===== src/rtl/fp_add_sub_arbiter.sv =====
`default_nettype none
// +--------------------------------------------------------------------------+
// | Module      : fp_add_sub_arbiter                                         |
// | Description : Round-robin sharing of one add/sub FPU between requesters, |
// |               with an ID pipeline and a credit-protected response FIFO.  |
// | Revision    : 1.0 - initial release                                      |
// +--------------------------------------------------------------------------+
module fp_add_sub_arbiter #(
    parameter int WIDTH     = 32,
    parameter int NUM_REQ   = 4,
    parameter int LATENCY   = 1,
    parameter int RSP_DEPTH = 4,
    parameter bit ADD_SEL   = 1'b1
) (
    input  logic                         clk,
    input  logic                         rst_n,
    input  logic [NUM_REQ-1:0]           req_valid,
    output logic [NUM_REQ-1:0]           req_ready,
    input  logic [NUM_REQ*WIDTH-1:0]     req_a,
    input  logic [NUM_REQ*WIDTH-1:0]     req_b,
    input  logic [NUM_REQ-1:0]           req_op,
    output logic [WIDTH-1:0]             fpu_a,
    output logic [WIDTH-1:0]             fpu_b,
    output logic                         fpu_op,
    input  logic [WIDTH-1:0]             fpu_result,
    output logic                         rsp_valid,
    input  logic                         rsp_ready,
    output logic [$clog2(NUM_REQ)-1:0]   rsp_id,
    output logic [WIDTH-1:0]             rsp_result,
    output logic                         rsp_nan,
    output logic                         rsp_inf,
    output logic                         busy
);

    localparam int c_ID_W    = $clog2(NUM_REQ);
    localparam int c_PTR_W   = $clog2(RSP_DEPTH);
    localparam int c_CNT_W   = c_PTR_W + 1;
    localparam int c_OUT_W   = c_CNT_W + $clog2(LATENCY + 1);
    localparam int c_EXP_MSB = 30;
    localparam int c_EXP_LSB = 23;
    localparam int c_MAN_MSB = 22;

    logic [c_ID_W-1:0]               ptr_q, ptr_d;
    logic [WIDTH-1:0]                fpu_a_q, fpu_b_q;
    logic                            fpu_op_q;
    logic [LATENCY-1:0]              stg_vld_q;
    logic [LATENCY-1:0][c_ID_W-1:0]  stg_id_q;

    logic [c_ID_W-1:0]               mem_id_q  [RSP_DEPTH];
    logic [WIDTH-1:0]                mem_res_q [RSP_DEPTH];
    logic                            mem_nan_q [RSP_DEPTH];
    logic                            mem_inf_q [RSP_DEPTH];
    logic [c_PTR_W-1:0]              wr_ptr_q, rd_ptr_q;
    logic [c_CNT_W-1:0]              cnt_q;

    logic [c_OUT_W-1:0]              w_outstanding;
    logic                            w_can_issue;
    logic                            w_grant_vld;
    logic [c_ID_W-1:0]               w_grant_idx;
    logic [c_ID_W:0]                 w_cand;
    logic                            w_issue;
    logic [WIDTH-1:0]                w_sel_a, w_sel_b;
    logic                            w_sel_op;
    logic                            w_push, w_pop;
    logic                            w_nan, w_inf;

    // Credit: pops in the current cycle are deliberately not counted.
    always_comb begin
        w_outstanding = c_OUT_W'(cnt_q);
        for (int s = 0; s < LATENCY; s++) begin
            w_outstanding = w_outstanding + c_OUT_W'(stg_vld_q[s]);
        end
    end

    assign w_can_issue = (w_outstanding < c_OUT_W'(RSP_DEPTH));
    assign busy        = (w_outstanding != '0);

    always_comb begin
        w_grant_vld = 1'b0;
        w_grant_idx = '0;
        w_cand      = '0;
        for (int k = 0; k < NUM_REQ; k++) begin
            w_cand = {1'b0, ptr_q} + (c_ID_W+1)'(k);
            if (w_cand >= (c_ID_W+1)'(NUM_REQ)) begin
                w_cand = w_cand - (c_ID_W+1)'(NUM_REQ);
            end
            if (!w_grant_vld && req_valid[w_cand[c_ID_W-1:0]]) begin
                w_grant_vld = 1'b1;
                w_grant_idx = w_cand[c_ID_W-1:0];
            end
        end
    end

    assign w_issue = w_can_issue & w_grant_vld;

    always_comb begin
        req_ready = '0;
        if (w_issue) begin
            req_ready[w_grant_idx] = 1'b1;
        end
    end

    always_comb begin
        w_sel_a  = '0;
        w_sel_b  = '0;
        w_sel_op = 1'b0;
        for (int i = 0; i < NUM_REQ; i++) begin
            if (w_grant_idx == c_ID_W'(i)) begin
                w_sel_a  = req_a[i*WIDTH +: WIDTH];
                w_sel_b  = req_b[i*WIDTH +: WIDTH];
                w_sel_op = (req_op[i] == ADD_SEL) ? ADD_SEL : ~ADD_SEL;
            end
        end
    end

    always_comb begin
        ptr_d = ptr_q;
        if (w_issue) begin
            ptr_d = (w_grant_idx == c_ID_W'(NUM_REQ - 1)) ? '0 : w_grant_idx + c_ID_W'(1);
        end
    end

    always_ff @(posedge clk or negedge rst_n) begin
        if (!rst_n) begin
            ptr_q     <= '0;
            fpu_a_q   <= '0;
            fpu_b_q   <= '0;
            fpu_op_q  <= 1'b0;
            stg_vld_q <= '0;
            stg_id_q  <= '0;
        end else begin
            ptr_q        <= ptr_d;
            stg_vld_q[0] <= w_issue;
            stg_id_q[0]  <= w_grant_idx;
            if (w_issue) begin
                fpu_a_q  <= w_sel_a;
                fpu_b_q  <= w_sel_b;
                fpu_op_q <= w_sel_op;
            end
            for (int s = 1; s < LATENCY; s++) begin
                stg_vld_q[s] <= stg_vld_q[s-1];
                stg_id_q[s]  <= stg_id_q[s-1];
            end
        end
    end

    assign fpu_a  = fpu_a_q;
    assign fpu_b  = fpu_b_q;
    assign fpu_op = fpu_op_q;

    // The last ID stage lines up with the cycle fpu_result is valid.
    assign w_push    = stg_vld_q[LATENCY-1];
    assign w_pop     = rsp_valid & rsp_ready;
    assign w_nan     = (&fpu_result[c_EXP_MSB:c_EXP_LSB]) & (|fpu_result[c_MAN_MSB:0]);
    assign w_inf     = (&fpu_result[c_EXP_MSB:c_EXP_LSB]) & ~(|fpu_result[c_MAN_MSB:0]);
    assign rsp_valid = (cnt_q != '0);

    always_ff @(posedge clk or negedge rst_n) begin
        if (!rst_n) begin
            wr_ptr_q <= '0;
            rd_ptr_q <= '0;
            cnt_q    <= '0;
        end else begin
            if (w_push) begin
                wr_ptr_q <= wr_ptr_q + c_PTR_W'(1);
            end
            if (w_pop) begin
                rd_ptr_q <= rd_ptr_q + c_PTR_W'(1);
            end
            case ({w_push, w_pop})
                2'b10:   cnt_q <= cnt_q + c_CNT_W'(1);
                2'b01:   cnt_q <= cnt_q - c_CNT_W'(1);
                default: cnt_q <= cnt_q;
            endcase
        end
    end

    always_ff @(posedge clk) begin
        if (w_push) begin
            mem_id_q[wr_ptr_q]  <= stg_id_q[LATENCY-1];
            mem_res_q[wr_ptr_q] <= fpu_result;
            mem_nan_q[wr_ptr_q] <= w_nan;
            mem_inf_q[wr_ptr_q] <= w_inf;
        end
    end

    // Gate the head with rsp_valid so an empty FIFO presents all-zero fields.
    assign rsp_id     = rsp_valid ? mem_id_q[rd_ptr_q]  : '0;
    assign rsp_result = rsp_valid ? mem_res_q[rd_ptr_q] : '0;
    assign rsp_nan    = rsp_valid ? mem_nan_q[rd_ptr_q] : 1'b0;
    assign rsp_inf    = rsp_valid ? mem_inf_q[rd_ptr_q] : 1'b0;

endmodule
`default_nettype wire


===== config.mk =====
export PLATFORM = sky130hd
export DESIGN_NAME = fp_add_sub_arbiter
export DESIGN_NICKNAME = d
export VERILOG_FILES = /design/src/rtl/fp_add_sub_arbiter.sv
export SDC_FILE = /design/constraint.sdc
export NUM_CORES = 1
export LEC_CHECK = 0
export CORE_MARGIN = 4
export CORE_UTILIZATION = 44
export CTS_CLUSTER_DIAMETER = 60
export CTS_CLUSTER_SIZE = 16
export DETAILED_ROUTE_END_ITERATION = 6
export PLACE_DENSITY = 0.86
export SLEW_MARGIN = 15
export SYNTH_ARGS = -nofsm -noshare
export SYNTH_HDL_FRONTEND = slang
export SYNTH_SLANG_ARGS = --single-unit

===== constraint.sdc =====
create_clock -name clk -period 3.03 [get_ports clk]
set_input_delay 0.606 -clock clk [delete_from_list [all_inputs] [get_ports clk]]
set_output_delay 0.606 -clock clk [all_outputs]
set_load 0.02 [all_outputs]

# --- Word level (Yosys, flattened, before mapping) ---
# Memory sizes are Yosys's and may differ from the RTL's.
# Cells that the tools add are included.
op_classes:
  addsub: 13
  n_lt_le_gt_ge: 11
  eq_ne: 5
  muxes: 47
  bitwise: 5
  reduce_logical: 13
ops:
  columns: ["cell", "n"]
  rows:
  - ["$mux 32", 9]
  - ["$reduce_or 23->1", 1]
  - ["$mux 1", 21]
  - ["$mux 2", 10]
  - ["$lt 2x3->1 const B", 5]
  - ["$ge 3x3->1 const B", 3]
  - ["$bmux 1 s2", 4]
  - ["$reduce_and 8->1", 1]
  - ["$sub 2x1->2 const B", 4]
  - ["$add 2x1->2 const B", 3]
  - ["$add 2x2->3 const B", 2]
  - ["$eq 2x2->1 const B", 3]
  - ["$pmux 3 s2", 1]
  - ["$add 3x1->4", 1]
  - ["$and 1x1->1", 4]
  - ["$eq 2x1->1 const B", 2]
  - ["$logic_and 1x1->1", 4]
  - ["$lt 4x3->1 const B", 1]
  - ["$mux 4", 1]
  - ["$reduce_bool 4->1", 1]
  - ["$add 2x1->3 const B", 1]
  - ["$add 3x1->3 const B", 1]
  - ["$ge 2x3->1 const B", 1]
  - ["$logic_not 1->1", 3]
  - ["7 further kinds", 7]
totals:
  reg_bits: 77
  mem_bits_rw: 144
  in_bits: 299
  mem_count: 4
memory_table:
  columns: ["name", "words", "width", "read_ports", "rd_clocked_by_memory_dff", "write_ports", "line_no", "source"]
  rows:
  - ["mem_res_q", 4, 32, 1, 0, 1, "50", "logic [WIDTH-1:0] mem_res_q [RSP_DEPTH];"]
  - ["mem_id_q", 4, 2, 1, 0, 1, "49", "logic [c_ID_W-1:0] mem_id_q [RSP_DEPTH];"]
  - ["mem_inf_q", 4, 1, 1, 0, 1, "52", "logic mem_inf_q [RSP_DEPTH];"]
  - ["mem_nan_q", 4, 1, 1, 0, 1, "51", "logic mem_nan_q [RSP_DEPTH];"]

# --- Longest topological paths before layout ---
# Gate-level depths: netlist (run 1).
logic_depth:
  word_depth: 19
  depth_mapped: 12
  depth_no_buf: 10

# --- Worst setup path after synthesis (run 1) ---
# No wires, ideal clock.
synth_timing:
  path_kind: "input port to output port"
  startpoint: "input port req_valid[0]"
  endpoint: "output port req_ready[1]"
  t_arrival_ns: 2.023
  required_ns: 2.424
  slack_ns: 0.401
  stages: 8
  n_path_buf: 2
  cell_sequence: "inv_1 -> o22ai_1 -> o21a_1 -> nor2_1 -> ha_1 -> buf_2 -> clkbuf_1 -> and2_1"
synth_via:
  elab_chain_cells: 17
  elab_cells_between_ends: 29
synth_rtl:
  columns: ["item", "line_no", "source"]
  rows:
  - ["start: declaration", "17", "input logic [NUM_REQ-1:0] req_valid,"]
  - ["$bmux 1 s2", "87", "if (!w_grant_vld && req_valid[w_cand[c_ID_W-1:0]]) begin"]
  - ["$mux 1 (not written as such)", "87", null]
  - ["$mux 1", "87", null]
  - ["$logic_not 1->1", "87", null]
  - ["$logic_and 1x1->1", "87", null]
  - ["$mux 1", "87", null]
  - ["$logic_not 1->1", "87", null]
  - ["$logic_and 1x1->1", "87", null]
  - ["(+2 left out)", null, null]
  - ["$logic_and 1x1->1", "87", null]
  - ["$mux 2 *", "87", null]
  - ["via w_grant_idx[0]", "59", "logic [c_ID_W-1:0] w_grant_idx;"]
  - ["$lt 2x3->1 (not written as such) / $ge 2x1->1 (equally long branches)", "99", "req_ready[w_grant_idx] = 1'b1;"]
  - ["$logic_and 1x1->1 (not written as such)", "99", null]
  - ["$mux 1 (not written as such)", "99", null]
  - ["$demux 1 s2 *", "99", null]
  - ["$mux 4 *", "98", "if (w_issue) begin"]
  - ["end: declaration", "18", "output logic [NUM_REQ-1:0] req_ready,"]
# The timed path passes the listed nets; every way through them passes the cells marked *. The select of a mux whose other input is x is not followed.

# --- Worst setup path in the final report (run 1) ---
layout_timing:
  startpoint: "input port req_valid[0]"
  endpoint: "output port req_ready[3]"
# Same word-level chain as after synthesis.

==> results by group, run 1 <==
Timing
  – Max Fclk: 0.339 GHz
  – Worst slew pin tran: 841 ps
  – Period minus WS final: 2950 ps
  – RSZ-0062 raised after global routing: false
  – Finish-stage setup viols: 0
  – Final hold viol count: 0
  – Final Skew: between 20 and 25 ps
  – Slew Limit Fails: 0
  – Final Cycle Share: 97.3%
  – Max-slew headroom: 44.0%

Synthesis
  – Yosys top cell by area: edfxtp_1
  – Ys flop type: edfxtp_1
  – Synth warn: 0
  – EDFF count, synth: 144
  – Post-synth top area share: between 40% and 50%
  – Syn Inst Count: 685
  – Seq cells post-synth: 221
  – Most numerous cell in the Yosys netlist: edfxtp_1
  – Yosys cell types: 41
  – Syn Area/Cell: 14.7 µm²
  – Synth Cell Area: between 0.01 and 0.015 mm²
  – Most instantiated cells after synthesis: 144 x edfxtp_1, 77 x dfrtp_1, 65 x a21oi_1, 65 x a22oi_1, 65 x o22ai_1
  – Post-synthesis sequential area ratio: around three fifths
  – Top area cells in the synthesized netlist: edfxtp_1 43%, dfrtp_1 19%, mux4_2 8.0%
  – Net count after synthesis: 996
  – Ys async rst share: 34.8%

Floorplanning
  – Starting Density: 44.7%
  – Num ports: 406
  – Die area: between 0.02 and 0.03 mm²
  – FP Rows: 55
  – Die width: 159 µm
  – Area of the core: ~0.023 mm²
  – Die height: 159 µm

Route
  – Drt wl/cell: 23.0 µm
  – Via-to-Cell Ratio: 5.67
  – Final Routed Wirelength: 32,100 µm
  – Post-route antenna net violation count: 0
  – Total number of vias: between 7,000 and 8,000
  – Starting DRT DRC Count: 565
  – Drt first pass iters: 5
  – Post-route DRC: 0

Clocking
  – CTS buffer count: 20
  – Worst skew pair latency: 500 ps
  – Clk sinks: 221
  – Deepest clock path buffer count: 3
  – H-tree levels: 1
  – CTS tree: done
  – Root Buffer: clkbuf_16
  – Clock slew at reported path FFs: 70 ps
  – CTS Hold Bufs: 0

Critical path
  – RR Startpoint: cnt_q[0]$_DFFE_PN0P_
  – Worst path slowest cell: clkdlybuf4s50_1
  – Worst setup SP type: primary input
  – Critical Path RT: 2420 ps
  – Crit path DAT: 2340 ps
  – CP Class: in -> out
  – CP endpoint kind: output port
  – Critical-path cell list: clkdlybuf4s50_1 -> inv_1 -> o221ai_1 -> o21a_1 -> nor2_2 -> ha_1 -> and2_1 -> dlygate4sd2_1
  – Worst R2R Path Depth: 7
  – Crit path largest cell delay: roughly 510 ps
  – CP Buf/Inv Count: 3
  – CP max FO: 3
  – R2r setup slk: 470 ps
  – Cell family with most CP delay: buffers and inverters
  – CP Depth: 8
  – FF-to-FF End: fpu_b[9]$_DFFE_PN0P_

Pwr
  – Leakage dissipation: 5.67 nW
  – Peak VDD IR: 543 µV
  – Power share of the combinational group: 54.0%
  – Int Pwr: 9.66 mW
  – Flop pwr share: 30.6%
  – Clk pwr share: 15.4%
  – Switching share of power: 37.7%
  – Pwr dens: 1020 mW/mm²
  – Pwr Total: 15.5 mW
  – Psw: 5.86 mW

GRT
  – Grt total ovfl: 0
  – First-pass GRT wire length: 48,000 µm
  – GRT Util Overall: 24.2%
  – Largest net degree at the start of global routing: 63
  – Vias in the first global route: 8,106
  – Initial antenna violation count: 2

Place
  – I/O Buffers: between 400 and 500
  – Placed cell areas: 0.0146 mm²
  – Gpl congestion: 0.920
  – Post-DP HPWL: 23,300 µm

Layout
  – Fin nets: around 1,400
  – Post-layout util: roughly 68%
  – Area delta synth->final: 51.4%
  – # fillers: 1,608
  – Share of layout cells above drive strength 1: 14.7%
  – Final instance area: 0.0153 mm²

Hold path
  – HP Class: in -> async

Flow run
  – Number of max-cap violations: 0

Status
  – Outcome: complete, no violations
-- placed cells by master, fill, tap and decap left out, drive strengths merged, types with 8 or more instances in the layout --
cell type,netlist,layout
dfrtp,77,77
nor2,9,9
a21oi,66,66
inv,11,13
ha,11,11
mux4,36,36
dlymetal6s2s,0,8
o22ai,65,65
buf,30,36
mux2,66,66
dlygate4sd2,0,29
clkbuf,23,29
edfxtp,144,144
clkdlybuf4s50,0,364
a22oi,65,65
and2,45,45
-- state kept, by name, summed over array words and instances (netlist names) --
name and count:
stg_id_q 2, mem_res_q 128, wr_ptr_q 2, mem_id_q 8
fpu_b 32, fpu_op 1, ptr_q 2, fpu_a 32
cnt_q 3, mem_nan_q 4, rd_ptr_q 2, mem_inf_q 4
stg_vld_q 1
-- power by group through the flow --
stage                     registers, mW  logic (mW)  clock network, mW
after floorplan                    5.24        4.54                  0
after global placement             4.74        8.50                  0
after detailed placement           4.81        8.60                  0
after CTS                          4.75        8.50               2.46
after global routing               4.85        8.97               2.59
final                              4.75        8.38               2.40
-- cells by family after synthesis --
logic type	after synthesis	synth area share (%)
flops	221	62.0
compound gates	205	13.0
mux	103	15.5
simple gates	74	4.28
buf+inv	64	3.20
fa+ha+maj	12	1.56
xor+xnor	6	0.521
-- per-stage QoR --
stage / std cells / TNS [ps] / hold WS, ps / setup WS [ps]
after floorplan: 685 / 0 / 310 / 401
after global placement: 1356 / -2390 / 468 / -203
after detailed placement: 1356 / -3840 / 474 / -214
after CTS: 1394 / 0 / 89.3 / 0.256
after global routing: 1396 / 0 / 106 / 0.853
final: 1396 / 0 / 94.8 / 82.7
-- worst max path at each step --
| stage | endpoint | startpoint |
|---|---|---|
| floorplan | req_ready[1] | req_valid[0] |
| global placement | req_ready[2] | req_valid[0] |
| detailed placement | req_ready[0] | req_valid[0] |
| CTS | rsp_result[24] | rd_ptr_q[0]$_DFFE_PN0N_ |
| global route | req_ready[3] | cnt_q[0]$_DFFE_PN0P_ |
| finish | req_ready[3] | req_valid[0] |
-- layer usage --
| layer | GRT usage, % | vias to the layer above | wire, µm |
|---|---|---|---|
| met5 | 0 | - | 0 |
| met2 | 43.3 | 376 | 16800 |
| met3 | 6.58 | 62 | 2740 |
| met4 | 6.94 | 0 | 937 |
| li1 | - | 3551 | - |
| met1 | 28.7 | 3926 | 11700 |
-- area by class of cell --
type                       instances  area, µm²  share of cell area (%)
inverter                          11       41.3                   0.270
tap                              285        357                    2.34
antenna                            2       5.00                  0.0328
clock inverter                     9       80.1                   0.524
timing repair buffer             441       4460                    29.2
clock buffer                      27        537                    3.51
sequential                       221       6250                    40.9
multi-input combinational        400       3540                    23.2
-- repair_timing --
item,4_1_cts,5_1_grt
buffers inserted,1,0
resized for setup,34,14
endpoints found under the setup margin,37,11
gates cloned,1,0
hold endpoints to repair,0,0
No activity file was read; power rests on OpenSTA's default activity.
==> inputs of run 2 (changes only) <==
- CORE_AREA: not set -> 4 4 156 158
- CORE_MARGIN: 4 -> not set
- CORE_UTILIZATION: 44 -> not set
- DIE_AREA: not set -> 0 0 160 162
- SLEW_MARGIN: 15 -> 20
- clock period: 3.03 -> 3.5 ns (I/O delays scaled with it)
==> run 2 against run 1 <==
  * Clock skew shrank 5.4 ps
  * Total power decreased by 14%
  * Sequential power fell by 12%
  * Highest routed layer unchanged
  * Clock-buffer cell count grew 2
  * Die area up 2.0%
  * Largest cell class unchanged
  * Via count decreased by 1.3%
==> results by group, run 2 (synthesis results as in run 1) <==
Pwr
  – Pwr dens: 888 mW/mm²
  – Leakage dissipation: 5.46 nW
  – Peak VDD IR: 564 µV
  – Pwr Total: 13.4 mW

Timing
  – Setup TNS: 0 ps
  – RSZ-0062 raised after global routing: false
  – Final Cycle Share: 95.6%
  – Worst slew pin tran: 943 ps
  – Max-slew headroom: 37.1%
  – Max Fclk: around 0.3 GHz
  – Slew Limit Fails: 0
  – Final Skew: 16.7 ps
  – Final hold viol count: 0
  – Finish-stage setup viols: 0
  – Period minus WS final: 3350 ps
  – Slack of the critical path: 154 ps

Flow run
  – Number of max-cap violations: 0

Floorplanning
  – FP Rows: 56
  – Die width: 160 µm
  – Die area: 0.0259 mm²
  – Area of the core: 0.0231 mm²
  – Die height: 162 µm
  – Num ports: approximately 410
  – Starting Density: 43.6%

Critical path
  – Critical Path RT: 2800 ps
  – Crit path DAT: 2650 ps
  – CP max FO: 9
  – R2r setup slk: 820 ps
  – Worst R2R Path Depth: 7
  – CP Class: reg -> out
  – Worst setup SP type: flip-flop
  – CP endpoint kind: output port

Route
  – Via-to-Cell Ratio: 5.65
  – Drt first pass iters: 5
  – Routed met3 length: 2920 µm
  – Drt wl/cell: between 20 and 25 µm
  – Starting DRT DRC Count: 580
  – Total number of vias: a little under 8,000
  – Final Routed Wirelength: 31,500 µm
  – Post-route antenna net violation count: 0
  – Post-route DRC: 0
  – Met1 wire length: between 10,000 and 15,000 µm
  – Top layer in use: met4
  – Met2 wire len: 16,200 µm

Clocking
  – Clock slew at reported path FFs: roughly 70 ps
  – Clk sinks: 221
  – Worst skew pair latency: 490 ps
  – Root Buffer: clkbuf_16
  – H-tree levels: 1
  – Deepest clock path buffer count: 3
  – CTS buffer count: 19
  – CTS tree: done

Layout
  – Share of layout cells above drive strength 1: 12.5%
  – Most common cell after layout, fill and taps aside: clkdlybuf4s50_1
  – Final instance area: between 0.015 and 0.02 mm²
  – Most frequent cells in the layout: 400 x clkdlybuf4s50_1, 144 x edfxtp_1, 76 x dfrtp_1
  – Non-filler instance count after layout: between 1,000 and 1,500
  – Register with the highest flop count: mem_res_q
  – Max reg flops: 128
  – Fin nets: 1,388
  – Area delta synth->final: 49.3%

Place
  – Dpl cells: 1,346
  – Gpl congestion: 0.841
  – Placed cell areas: 0.0145 mm²
  – Post-DP HPWL: 22,700 µm
  – I/O Buffers: 405
  – Setup WS pre-CTS: about 47 ps

Status
  – Outcome: complete, no violations

GRT
  – Vias in the first global route: 8,092
  – GRT Util Overall: 23.2%
  – Grt total ovfl: 0
  – First-pass GRT wire length: 47,100 µm
  – Largest net degree at the start of global routing: 78
  – Initial antenna violation count: 3

Hold path
  – HP Class: in -> async
run 2: cell count changes in the layout (fill, tap and decap cells not counted), moves of 4 or more:
cell,change
clkdlybuf4s50_1,+36
dlygate4sd2_1,-29
buf_4,-13
buf_12,-4
clkbuf_1,+4
dlymetal6s2s_1,-4
run 2: cell type report:
cell class | count | area, µm²
fill | 1630 | 8060
sequential | 221 | 6250
clock buffer | 29 | 513
tap | 290 | 363
multi-input combinational | 400 | 3540
timing repair buffer | 424 | 4300
inverter | 11 | 41.3
clock inverter | 5 | 47.5
antenna | 3 | 7.51
run 2: metal layers:
layer | track usage [%] | up-vias
li1 | - | 3510
met1 | 27.9 | 3864
met2 | 41.1 | 378
met3 | 7.00 | 58
met4 | 6.06 | 0
met5 | 0 | -
run 2: critical path, stage by stage (launching register included):
cell	delay (ps)
dfrtp_1	470
ha_1	250
ha_1	190
a21boi_1	130
a21oi_1	320
or3_1	160
clkdlybuf4s50_1	630
run 2: report_power, final:
group          total, mW  switching (mW)  internal (mW)
Combinational       7.23            3.67           3.56
Sequential          4.17           0.430           3.74
Clock               1.98           0.939           1.04
Total               13.4            5.04           8.34
run 2: path summary, 6_finish.rpt:
| path | startpoint | end |
|---|---|---|
| min in group clk | fpu_a[26]$_DFFE_PN0P_ | fpu_a[26]$_DFFE_PN0P_ |
| max reg2reg | stg_vld_q$_DFF_PN0_ | fpu_a[31]$_DFFE_PN0P_ |
| max | stg_vld_q$_DFF_PN0_ | busy |
| min reg2reg | fpu_a[26]$_DFFE_PN0P_ | fpu_a[26]$_DFFE_PN0P_ |
| max in group asynchronous | rst_n | rd_ptr_q[0]$_DFFE_PN0N_ |
| min | rst_n | fpu_a[20]$_DFFE_PN0P_ |
run 2: metrics by stage:
stage                     hold WS [ps]  utilization (%)
after detailed placement           474             62.6
after global routing               297             65.1
final                              254             65.1
after global placement             468             62.6
after CTS                          412             65.0
after floorplan                    404                -
run 2: what timing repair did:
action	in CTS	in global routing
resized for setup	0	6
buffers inserted	0	0
setup endpoints to repair	0	11
hold buffers	0	0
endpoints found under the hold margin	0	0
==> inputs of run 3 (changes only) <==
- CORE_AREA: 4 4 156 158 -> 4 4 155 157
- CTS_BUF_LIST: not set -> sky130_fd_sc_hd__clkbuf_2
- DIE_AREA: 0 0 160 162 -> 0 0 159 161
- PLACE_DENSITY: 0.86 -> 0.87
==> run 3 against run 2 <==
  * Cell area decreased by 1.4%
  * Critical endpoint is now req_ready[3]
  * Highest routed layer is now met5
  * Non-clock buffer count grew 17
  * Sequential share of layout area is 0.60 points higher
  * Largest power group unchanged
  * Largest cell class unchanged
  * Setup slack better by 30 ps
  * First-iteration DRC count is 18% lower
==> results by group, run 3 (synthesis results as in run 1) <==
Route
  – Via-to-Cell Ratio: 5.58
  – Post-route DRC: 0
  – Top layer in use: met5
  – Met2 wire len: 16,900 µm
  – Routed met3 length: 2810 µm
  – Starting DRT DRC Count: 477
  – Total number of vias: 7,794
  – Met1 wire length: 11,500 µm
  – Final Routed Wirelength: 32,300 µm
  – Drt first pass iters: 5
  – Post-route antenna net violation count: 0
  – Drt wl/cell: 23.1 µm

Critical path
  – CP max FO: 8
  – FF-to-FF End: fpu_a[13]$_DFFE_PN0P_
  – CP endpoint kind: output port
  – CP endpoint: req_ready[3]
  – Critical Path RT: 2800 ps
  – Critical Path Start: stg_vld_q$_DFF_PN0_
  – CP Class: reg -> out
  – Crit path DAT: 2620 ps
  – Worst path slowest cell: dfrtp_2
  – RR Startpoint: ptr_q[1]$_DFFE_PN0P_
  – R2r setup slk: approximately 740 ps
  – CP most frequent cell: ha_1
  – Worst setup SP type: flip-flop
  – Critical-path cell list: ha_1 -> ha_1 -> a21boi_1 -> a21oi_2 -> a21oi_4 -> and2_1 -> clkdlybuf4s15_1
  – Worst R2R Path Depth: 11
  – Crit path largest cell delay: 500 ps

Timing
  – Finish-stage setup viols: 0
  – RSZ-0062 raised after global routing: false
  – Period minus WS final: ~3300 ps
  – Hold slack: 490 ps
  – Final hold viol count: 0
  – Slew Limit Fails: 0
  – Setup TNS: 0 ps
  – Max Fclk: roughly 0.3 GHz
  – Final Cycle Share: 94.8%
  – Final Skew: 41.7 ps
  – Worst slew pin tran: 726 ps
  – Max-slew headroom: 51.6%

GRT
  – First-pass GRT wire length: 48,200 µm
  – GRT Util Overall: 24.1%
  – Vias in the first global route: 8,223
  – Grt total ovfl: 0
  – Initial antenna violation count: 5
  – Largest net degree at the start of global routing: 78

Pwr
  – Pwr dens: 846 mW/mm²
  – Flop pwr share: 32.7%
  – Int Pwr: 7.58 mW
  – Switching share of power: 39.7%
  – Clk pwr share: approximately a tenth
  – Power share of the combinational group: 57.4%
  – Peak VDD IR: 425 µV
  – Psw: 4.99 mW
  – Leakage dissipation: around 5.5 nW

Place
  – Post-DP HPWL: about 24,000 µm
  – Gpl congestion: approximately 0.9
  – I/O Buffers: 405

Layout
  – Area delta synth->final: 47.2%
  – Share of layout cells above drive strength 1: 15.0%
  – Register with the highest flop count: mem_res_q
  – Post-layout util: around 66%
  – Most frequent cells in the layout: 363 x clkdlybuf4s50_1, 144 x edfxtp_1, 74 x dfrtp_1, 65 x o22ai_1, 65 x a22oi_1
  – Fin nets: 1,406
  – Max reg flops: between 100 and 150
  – Most common cell after layout, fill and taps aside: clkdlybuf4s50_1

Clocking
  – Deepest clock path buffer count: 3
  – Worst skew pair latency: 800 ps
  – Clk sinks: between 200 and 250
  – CTS tree: done
  – H-tree levels: 1
  – Root Buffer: clkbuf_2
  – CTS buffer count: 20
  – Clock slew at reported path FFs: 260 ps

Flow run
  – Number of max-cap violations: 0

Status
  – Outcome: complete, no violations

Floorplanning
  – Starting Density: 44.8%
  – Die area: ~0.026 mm²
  – FP Rows: 55
  – Num ports: 406
  – Die width: 159 µm
  – Die height: 161 µm
  – Area of the core: approximately 0.023 mm²

Hold path
  – HP Class: in -> async
-- run 3: changes by cell type in the layout (fill, tap and decap cells not counted), sizes merged, moves of 2 or more --
cell	change
dlygate4sd2	+32
clkdlybuf4s50	-37
bufinv	+2
clkdlybuf4s15	+3
clkinv	+4
buf	+16
clkbuf	-2
-- run 3: repair_timing --
item	in CTS	in global routing
hold endpoints to repair	45	0
setup buffers	5	4
hold buffers	1	0
gates resized for setup	40	10
endpoints found under the setup margin	41	12
pin swaps	0	2
-- run 3: worst min-delay path by stage --
stage | start | end | slack, ps | depth (start not counted)
2_1_floorplan | rst_n | cnt_q[0]$_DFFE_PN0P_ | 400 | 0
3_3_place_gp | fpu_a[22]$_DFFE_PN0P_ | fpu_a[22]$_DFFE_PN0P_ | 470 | 1
6_report | rst_n | cnt_q[2]$_DFFE_PN0P_ | 490 | 2
4_1_cts | fpu_result[31] | mem_res_q[1][31]$_DFFE_PP_ | 440 | 1
5_1_grt | fpu_result[31] | mem_res_q[1][31]$_DFFE_PP_ | 440 | 1
3_5_place_dp | fpu_b[15]$_DFFE_PN0P_ | fpu_b[15]$_DFFE_PN0P_ | 470 | 1
-- run 3: power groups by stage --
stage	clock (mW)	combinational (mW)	sequential, mW
4_1_cts	1.29	7.27	4.12
3_5_place_dp	0	7.38	4.21
3_3_place_gp	0	7.27	4.15
2_1_floorplan	0	3.93	4.54
5_1_grt	1.40	7.72	4.20
6_report	1.24	7.22	4.11
-- run 3: cell type report --
type / instances / area [µm²]
antenna: 3 / 7.51
clock buffer: 26 / 130
clock inverter: 10 / 123
fill: 1648 / 7650
inverter: 11 / 41.3
multi-input combinational: 400 / 3540
sequential: 221 / 6260
tap: 285 / 357
timing repair buffer: 441 / 4400
-- run 3: through the flow --
stage               setup WS, ps  cells  cell area [µm²]  total power [mW]
floorplan                    683    685            10100              8.47
global placement            90.2   1348            14500              11.4
detailed placement          44.7   1348            14500              11.6
CTS                         10.7   1390            14800              12.7
global route               0.222   1396            14800              13.3
finish                       184   1397            14800              12.6
-- run 3: metal layers --
| metal | vias up | track usage [%] |
|---|---|---|
| met1 | 3836 | 28.2 |
| met3 | 66 | 7.20 |
| met4 | 4 | 6.79 |
| li1 | 3548 | - |
| met5 | - | 0 |
| met2 | 340 | 43.2 |
-- run 3: critical path, delay by kind of cell (launching register included) --
| family | cells | cell delay, ps |
|---|---|---|
| DFF | 1 | 500 |
| AOI/OAI and AO/OA | 3 | 460 |
| adders and majority gates | 2 | 430 |
| buffers and inverters | 1 | 290 |
| and+or+nand+nor | 1 | 170 |
